### src/rtl/pc_sequencer.sv
// -----------------------------------------------------------------------------
// pc_sequencer
//   Program-counter sequencer. Holds the fetch PC and selects the next PC from
//   prioritised sources: exception vector, branch, jump/call, return,
//   sequential. A small circular return-address stack (RAS) serves
//   call/return pairs; a register-file address is the fallback when the RAS
//   has nothing to give.
//
// Parameters
//   WIDTH         PC / address width in bits
//   RESET_VECTOR  PC value loaded on reset
//   EXC_VECTOR    PC loaded on Exception (truncated to WIDTH)
//   INC           sequential increment; power of two, >= 1
//   RAS_DEPTH     return-address-stack entries; power of two, >= 2
//
// Ports
//   Clk           in   clock, rising edge
//   Reset         in   asynchronous, active-low reset
//   PCWrite       in   1 = PC may advance; 0 = stall (hold PC, RAS, EPC)
//   Exception     in   redirect to EXC_VECTOR; ignores PCWrite
//   BranchTaken   in   redirect to BranchTarget
//   BranchTarget  in   branch destination
//   Jump          in   redirect to JumpTarget
//   Call          in   with Jump: also push PCResult+INC onto the RAS
//   JumpTarget    in   jump/call destination
//   Return        in   redirect to RAS top (pop); JrTarget if RAS empty
//   JrTarget      in   register-file return address (fallback)
//   PCResult      out  current fetch PC (registered)
//   PCPlusInc     out  PCResult+INC modulo 2^WIDTH (combinational)
//   EPC           out  PCResult captured on Exception (registered)
//   RasEmpty      out  RAS count == 0
//   RasFull       out  RAS count == RAS_DEPTH
//   RasUnderflow  out  1-cycle pulse: Return accepted with RAS empty
//   Misaligned    out  PCResult not a multiple of INC (combinational)
// -----------------------------------------------------------------------------
module pc_sequencer #(
  parameter int unsigned WIDTH        = 32,
  parameter int unsigned RESET_VECTOR = 0,
  parameter int unsigned EXC_VECTOR   = 32'h80,
  parameter int unsigned INC          = 4,
  parameter int unsigned RAS_DEPTH    = 4
) (
  input  logic             Clk,
  input  logic             Reset,
  input  logic             PCWrite,
  input  logic             Exception,
  input  logic             BranchTaken,
  input  logic [WIDTH-1:0] BranchTarget,
  input  logic             Jump,
  input  logic             Call,
  input  logic [WIDTH-1:0] JumpTarget,
  input  logic             Return,
  input  logic [WIDTH-1:0] JrTarget,
  output logic [WIDTH-1:0] PCResult,
  output logic [WIDTH-1:0] PCPlusInc,
  output logic [WIDTH-1:0] EPC,
  output logic             RasEmpty,
  output logic             RasFull,
  output logic             RasUnderflow,
  output logic             Misaligned
);

  localparam int unsigned PW = $clog2(RAS_DEPTH);
  localparam int unsigned CW = PW + 1;

  localparam logic [WIDTH-1:0] RST_PC   = WIDTH'(RESET_VECTOR);
  localparam logic [WIDTH-1:0] EXC_PC   = WIDTH'(EXC_VECTOR);
  localparam logic [WIDTH-1:0] INC_W    = WIDTH'(INC);
  localparam logic [WIDTH-1:0] ALIGN_M  = WIDTH'(INC - 1);
  localparam logic [CW-1:0]    CNT_FULL = CW'(RAS_DEPTH);

  // Winning next-PC source after priority resolution.
  typedef enum logic [2:0] {
    SRC_EXC,
    SRC_HOLD,
    SRC_BRANCH,
    SRC_JUMP,
    SRC_RET,
    SRC_SEQ
  } pc_src_e;

  pc_src_e src;

  logic [WIDTH-1:0] pc_q, pc_d;
  logic [WIDTH-1:0] epc_q, epc_d;
  logic [PW-1:0]    ptr_q, ptr_d;
  logic [CW-1:0]    cnt_q, cnt_d;
  logic             unf_q, unf_d;

  logic [WIDTH-1:0] ras_q [RAS_DEPTH];
  logic             push_en;
  logic [PW-1:0]    push_idx;

  logic [WIDTH-1:0] pc_plus;
  logic [PW-1:0]    ptr_m1;
  logic             ras_empty;
  logic             ras_full;

  // Sequential successor and RAS top; both wrap naturally because WIDTH and
  // RAS_DEPTH define power-of-two moduli.
  assign pc_plus   = pc_q + INC_W;
  assign ptr_m1    = ptr_q - PW'(1);
  assign ras_empty = (cnt_q == '0);
  assign ras_full  = (cnt_q == CNT_FULL);

  // Priority decode, first match wins.
  always_comb begin
    if (Exception)      src = SRC_EXC;
    else if (!PCWrite)  src = SRC_HOLD;
    else if (BranchTaken) src = SRC_BRANCH;
    else if (Jump)      src = SRC_JUMP;
    else if (Return)    src = SRC_RET;
    else                src = SRC_SEQ;
  end

  always_comb begin
    // NOTE: every output of this block gets a default before the case, so no
    // path leaves a signal unassigned and no latch is inferred.
    pc_d     = pc_q;
    epc_d    = epc_q;
    ptr_d    = ptr_q;
    cnt_d    = cnt_q;
    unf_d    = 1'b0;
    push_en  = 1'b0;
    push_idx = ptr_q;

    unique case (src)
      SRC_EXC: begin
        pc_d  = EXC_PC;
        epc_d = pc_q;
        cnt_d = '0;
      end
      SRC_HOLD: begin
        // Stall: everything holds, the underflow pulse drops.
      end
      SRC_BRANCH: begin
        pc_d = BranchTarget;
      end
      SRC_JUMP: begin
        pc_d = JumpTarget;
        if (Call) begin
          push_en = 1'b1;
          if (Return && !ras_empty) begin
            // Pop-then-push collapses to replacing the current top in place.
            push_idx = ptr_m1;
          end else begin
            // Full stack: ptr advances onto the oldest entry and count holds,
            // so the oldest return address is silently lost.
            ptr_d = ptr_q + PW'(1);
            if (!ras_full) cnt_d = cnt_q + CW'(1);
          end
        end
      end
      SRC_RET: begin
        if (!ras_empty) begin
          pc_d  = ras_q[ptr_m1];
          ptr_d = ptr_m1;
          cnt_d = cnt_q - CW'(1);
        end else begin
          pc_d  = JrTarget;
          unf_d = 1'b1;
        end
      end
      default: begin
        pc_d = pc_plus;
      end
    endcase
  end

  // NOTE: state registers use non-blocking assignments so every flop samples
  // the pre-edge values regardless of statement order.
  always_ff @(posedge Clk or negedge Reset) begin
    if (!Reset) begin
      pc_q  <= RST_PC;
      epc_q <= '0;
      ptr_q <= '0;
      cnt_q <= '0;
      unf_q <= 1'b0;
    end else begin
      pc_q  <= pc_d;
      epc_q <= epc_d;
      ptr_q <= ptr_d;
      cnt_q <= cnt_d;
      unf_q <= unf_d;
    end
  end

  // NOTE: RAS entries carry no reset; count gates every read, so stale data is
  // never observed and the array can map onto reset-less storage.
  always_ff @(posedge Clk) begin
    if (push_en) ras_q[push_idx] <= pc_plus;
  end

  assign PCResult     = pc_q;
  assign PCPlusInc    = pc_plus;
  assign EPC          = epc_q;
  assign RasEmpty     = ras_empty;
  assign RasFull      = ras_full;
  assign RasUnderflow = unf_q;
  assign Misaligned   = |(pc_q & ALIGN_M);

endmodule

### config.mk
export PLATFORM = sky130hd
export DESIGN_NAME = pc_sequencer
export DESIGN_NICKNAME = d
export VERILOG_FILES = /design/src/rtl/pc_sequencer.sv
export SDC_FILE = /design/constraint.sdc
export NUM_CORES = 1
export LEC_CHECK = 0
export CORE_MARGIN = 4
export CORE_UTILIZATION = 55
export CTS_BUF_LIST = sky130_fd_sc_hd__clkbuf_16
export DETAILED_ROUTE_END_ITERATION = 7
export PLACE_DENSITY = 0.88
export SYNTH_ARGS = -nofsm -noshare
export SYNTH_HDL_FRONTEND = slang
export SYNTH_SLANG_ARGS = --single-unit
### constraint.sdc
create_clock -name Clk -period 6.1 [get_ports Clk]
set_input_delay 1.83 -clock Clk [delete_from_list [all_inputs] [get_ports Clk]]
set_output_delay 1.83 -clock Clk [all_outputs]
set_load 0.02 [all_outputs]
==> impl_metrics.toml <==
[route]
wl_per_cell_um = 24.9
vias = 7162
routed_wl_um = 27500
dr.pass1.iters = 5
drc = 0
drt.antenna.violating_nets = 0
viasPerCell = 6.48
initialDrtViolationCount = 687

[layout]
layout-drive-gt1-share_pct = 15.1
fin_nets = 978
fin_util_pct = 72.7
nFillCells = 1063
final_area_um2 = 12100
diodes = 0
area_growth_pct = 29.5
register_area_um2 = 5600
multi_input_area_um2 = 3500
fin_cells = 1105

[critical_path]
path_class = "reg2out"
end_kind = "output port"
cpMaxStageDelayCell = "clkdlybuf4s50_1"
cp-start-kind = "register"
cpPeakStageDelay_ns = 0.70
path_max_fanout = 7
cp_data_arrival_time_ns = 3.37
crit_required_ns = 4.27
path_cells = "ha_1 -> and4_1 -> nand3_2 -> nor2_1 -> nand2_1 -> xnor2_1 -> clkdlybuf4s50_1"

[yosys]
synth_cells = 691
netlist.area_leader.share_pct = 41.1
synth_top_area_cell = "edfxtp_1"
yosysSeqAreaShare_pct = 59.9
syn_area_um2 = 9350
synth_area_per_cell_um2 = 13.5
syn-num-nets = 797
synth_xor_area_share_pct = 2.90
ys_ff_latch = 198
synth_top_family_by_area = "multiplexers"
synthSimpleGateAreaFrac_pct = 8.61
synth-edff-count = 128
synth-main-ff-cell = "edfxtp_1"
synthMuxAreaShare_pct = 13.2
yosys-top-cells-area = "edfxtp_1, dfrtp_1, mux4_2, mux2_2, a22oi_1"
synth-async-reset-ratio_pct = 35.4
synth_fa_ha_area_share_pct = 0.348
synth_compound_area_share_pct = 12.0
synth.distinct_cells = 66
yosys_warnings = 0

[grt]
grt_usage_pct = 28.5
antenna_found_initial = 0
grt_pass1_vias = 7189
gr-total-overflow = 0
grt_first_pass_wirelength_um = 42000
grt_start_max_net_pins = 71

[floorplan]
design.die.area_um2 = 19100
core-area_um2 = 16600
die_w_um = 138
row_count = 47
die_height_um = 138
start_util_pct = 56.2
io_pins = 204

[timing]
max_freq_ghz = 0.192
finalCritPeriodShare_pct = 85.3
finalCriticalPeriod_ns = 5.20
setup_ws_ns = 0.900
finalClockSkew_ns = 0.00849
rsz0062_at_grt = "false"
setup_viol = 0
finalSetupTns_ns = 0
hold_violations = 0
max_slew_margin_pct = 25.8
holdWs_ns = 0.507
tightest_slew_ns = 1.11
maxSlewViolCount = 0

[clock_tree]
hold_buffers = 0
postCtsSetupRepairBufs = 0
clkTransAtPathRegs_ns = 0.07
clock_latency_ns = 0.44
cts_tree = "yes"
clock-sinks = 198
ctsLongestPathBuffers = 2
cts-root-buf = "clkbuf_16"
htree_levels = 4
cts_resized = 0
cts-buffers-inserted = 17

[flow_run]
cap_violations = 0

[power]
powerDensity_nw_per_um2 = 300
finalPower_mw = 3.63
power.leakage_nw = 4.34
vdd_drop_max_mv = 0.220

[worst_hold_path]
hold_class = "reg2reg"

[place]
place.gp.congestion = 0.917
post-place-ws_ns = 1.41
place_inst = 1073
hpwl_um = 18500
place_area_um2 = 11500
numPortBuffers = 203

[run_status]
status = "complete, no violations"
-- metal layers --
| metal | wire length, µm | part of all wire (%) | vias up | GRT usage, % |
|---|---|---|---|---|
| met5 | 0 | 0 | - | 0 |
| met4 | 687 | 2.5 | 0 | 10.2 |
| met3 | 2980 | 11 | 56 | 8.60 |
| met2 | 13600 | 49 | 504 | 46.0 |
| met1 | 10300 | 37 | 3556 | 37.1 |
| li1 | - | - | 3046 | - |
-- critical path, delay by kind of cell, from the launching register on --
| kind | cells | cell delay, ns |
|---|---|---|
| buf+inv | 1 | 0.70 |
| fa+ha+maj | 1 | 0.29 |
| simple gates | 4 | 1.14 |
| xor+xnor | 1 | 0.33 |
| flops | 1 | 0.46 |
-- cell families (layout without fill, tap and decap cells) --
| logic type | after synthesis | count (layout) |
|---|---|---|
| AOI/OAI and AO/OA | 162 | 162 |
| xor gates and xnor gates | 31 | 31 |
| adders and majority gates | 2 | 2 |
| buffers and inverters | 65 | 259 |
| DFF | 198 | 198 |
| muxes | 79 | 79 |
| and+or+nand+nor | 154 | 154 |
-- layout make-up --
class | count | area share [%]
Multi-Input combinational cell | 428 | 28.9
Clock inverter | 15 | 1.16
Clock buffer | 17 | 3.51
Timing Repair Buffer | 217 | 17.6
Sequential cell | 198 | 46.2
Tap cell | 220 | 2.27
Inverter | 10 | 0.310
-- synthesized netlist by cell type, drive strengths merged (3+ instances only) --
cell and instances:
xor2 13, nor3 6, inv 10, a221oi 3, o31ai 3, or3 8
dfrtp 70, a311oi 12, o221a 4, o22ai 7, nand4 11, or2 3
a22oi 30, nor2 41, o21ai 32, nand3 13, mux2i 15, and3 3
a211o 4, and4 7, a21oi 37, mux4 32, clkbuf 30, o221ai 10
a21o 3, nand2 51, xnor2 18, mux2 32, buf 25, edfxtp 128
-- report_power, final --
part	switching [mW]	internal (mW)
combinational	0.452	0.462
clock	0.495	0.598
sequential	0.108	1.51
total	1.05	2.57
-- worst paths after layout --
| path | start | endpoint | slack (ns) | depth (start not counted) |
|---|---|---|---|---|
| max | PCResult[2]$_DFFE_PN0P_ | PCPlusInc[24] | 0.90 | 7 |
| min | EPC[27]$_DFFE_PN0P_ | EPC[27]$_DFFE_PN0P_ | 0.51 | 1 |
| max reg2reg | cnt_q[0]$_DFFE_PN0P_ | ras_q[2][6]$_DFFE_PP_ | 2.83 | 6 |
| min reg2reg | EPC[27]$_DFFE_PN0P_ | EPC[27]$_DFFE_PN0P_ | 0.51 | 1 |
| max in group asynchronous | Reset | ptr_q[0]$_DFFE_PN0P_ | 3.90 | 1 |
| min in group asynchronous | Reset | EPC[23]$_DFFE_PN0P_ | 1.54 | 1 |
-- flip-flops by register name (all words and copies together), names as in the netlist --
register      cells
EPC              32
PCResult         32
RasUnderflow      1
cnt_q             3
ptr_q             2
ras_q           128
-- cell usage in the layout, fill, tap and decap left out, drive strengths merged, types with 8 or more instances in the layout --
master	netlist	layout
a21oi	37	37
xor2	13	13
mux2i	15	15
inv	10	13
o21ai	32	32
nand4	11	11
clkbuf	30	18
xnor2	18	18
mux4	32	32
nor2	41	41
a22oi	30	30
or3	8	8
buf	25	16
dfrtp	70	70
nand2	51	51
a311oi	12	12
o221ai	10	10
clkdlybuf4s50	0	200
nand3	13	13
mux2	32	32
edfxtp	128	128
Power figures use the tool's default switching activity.
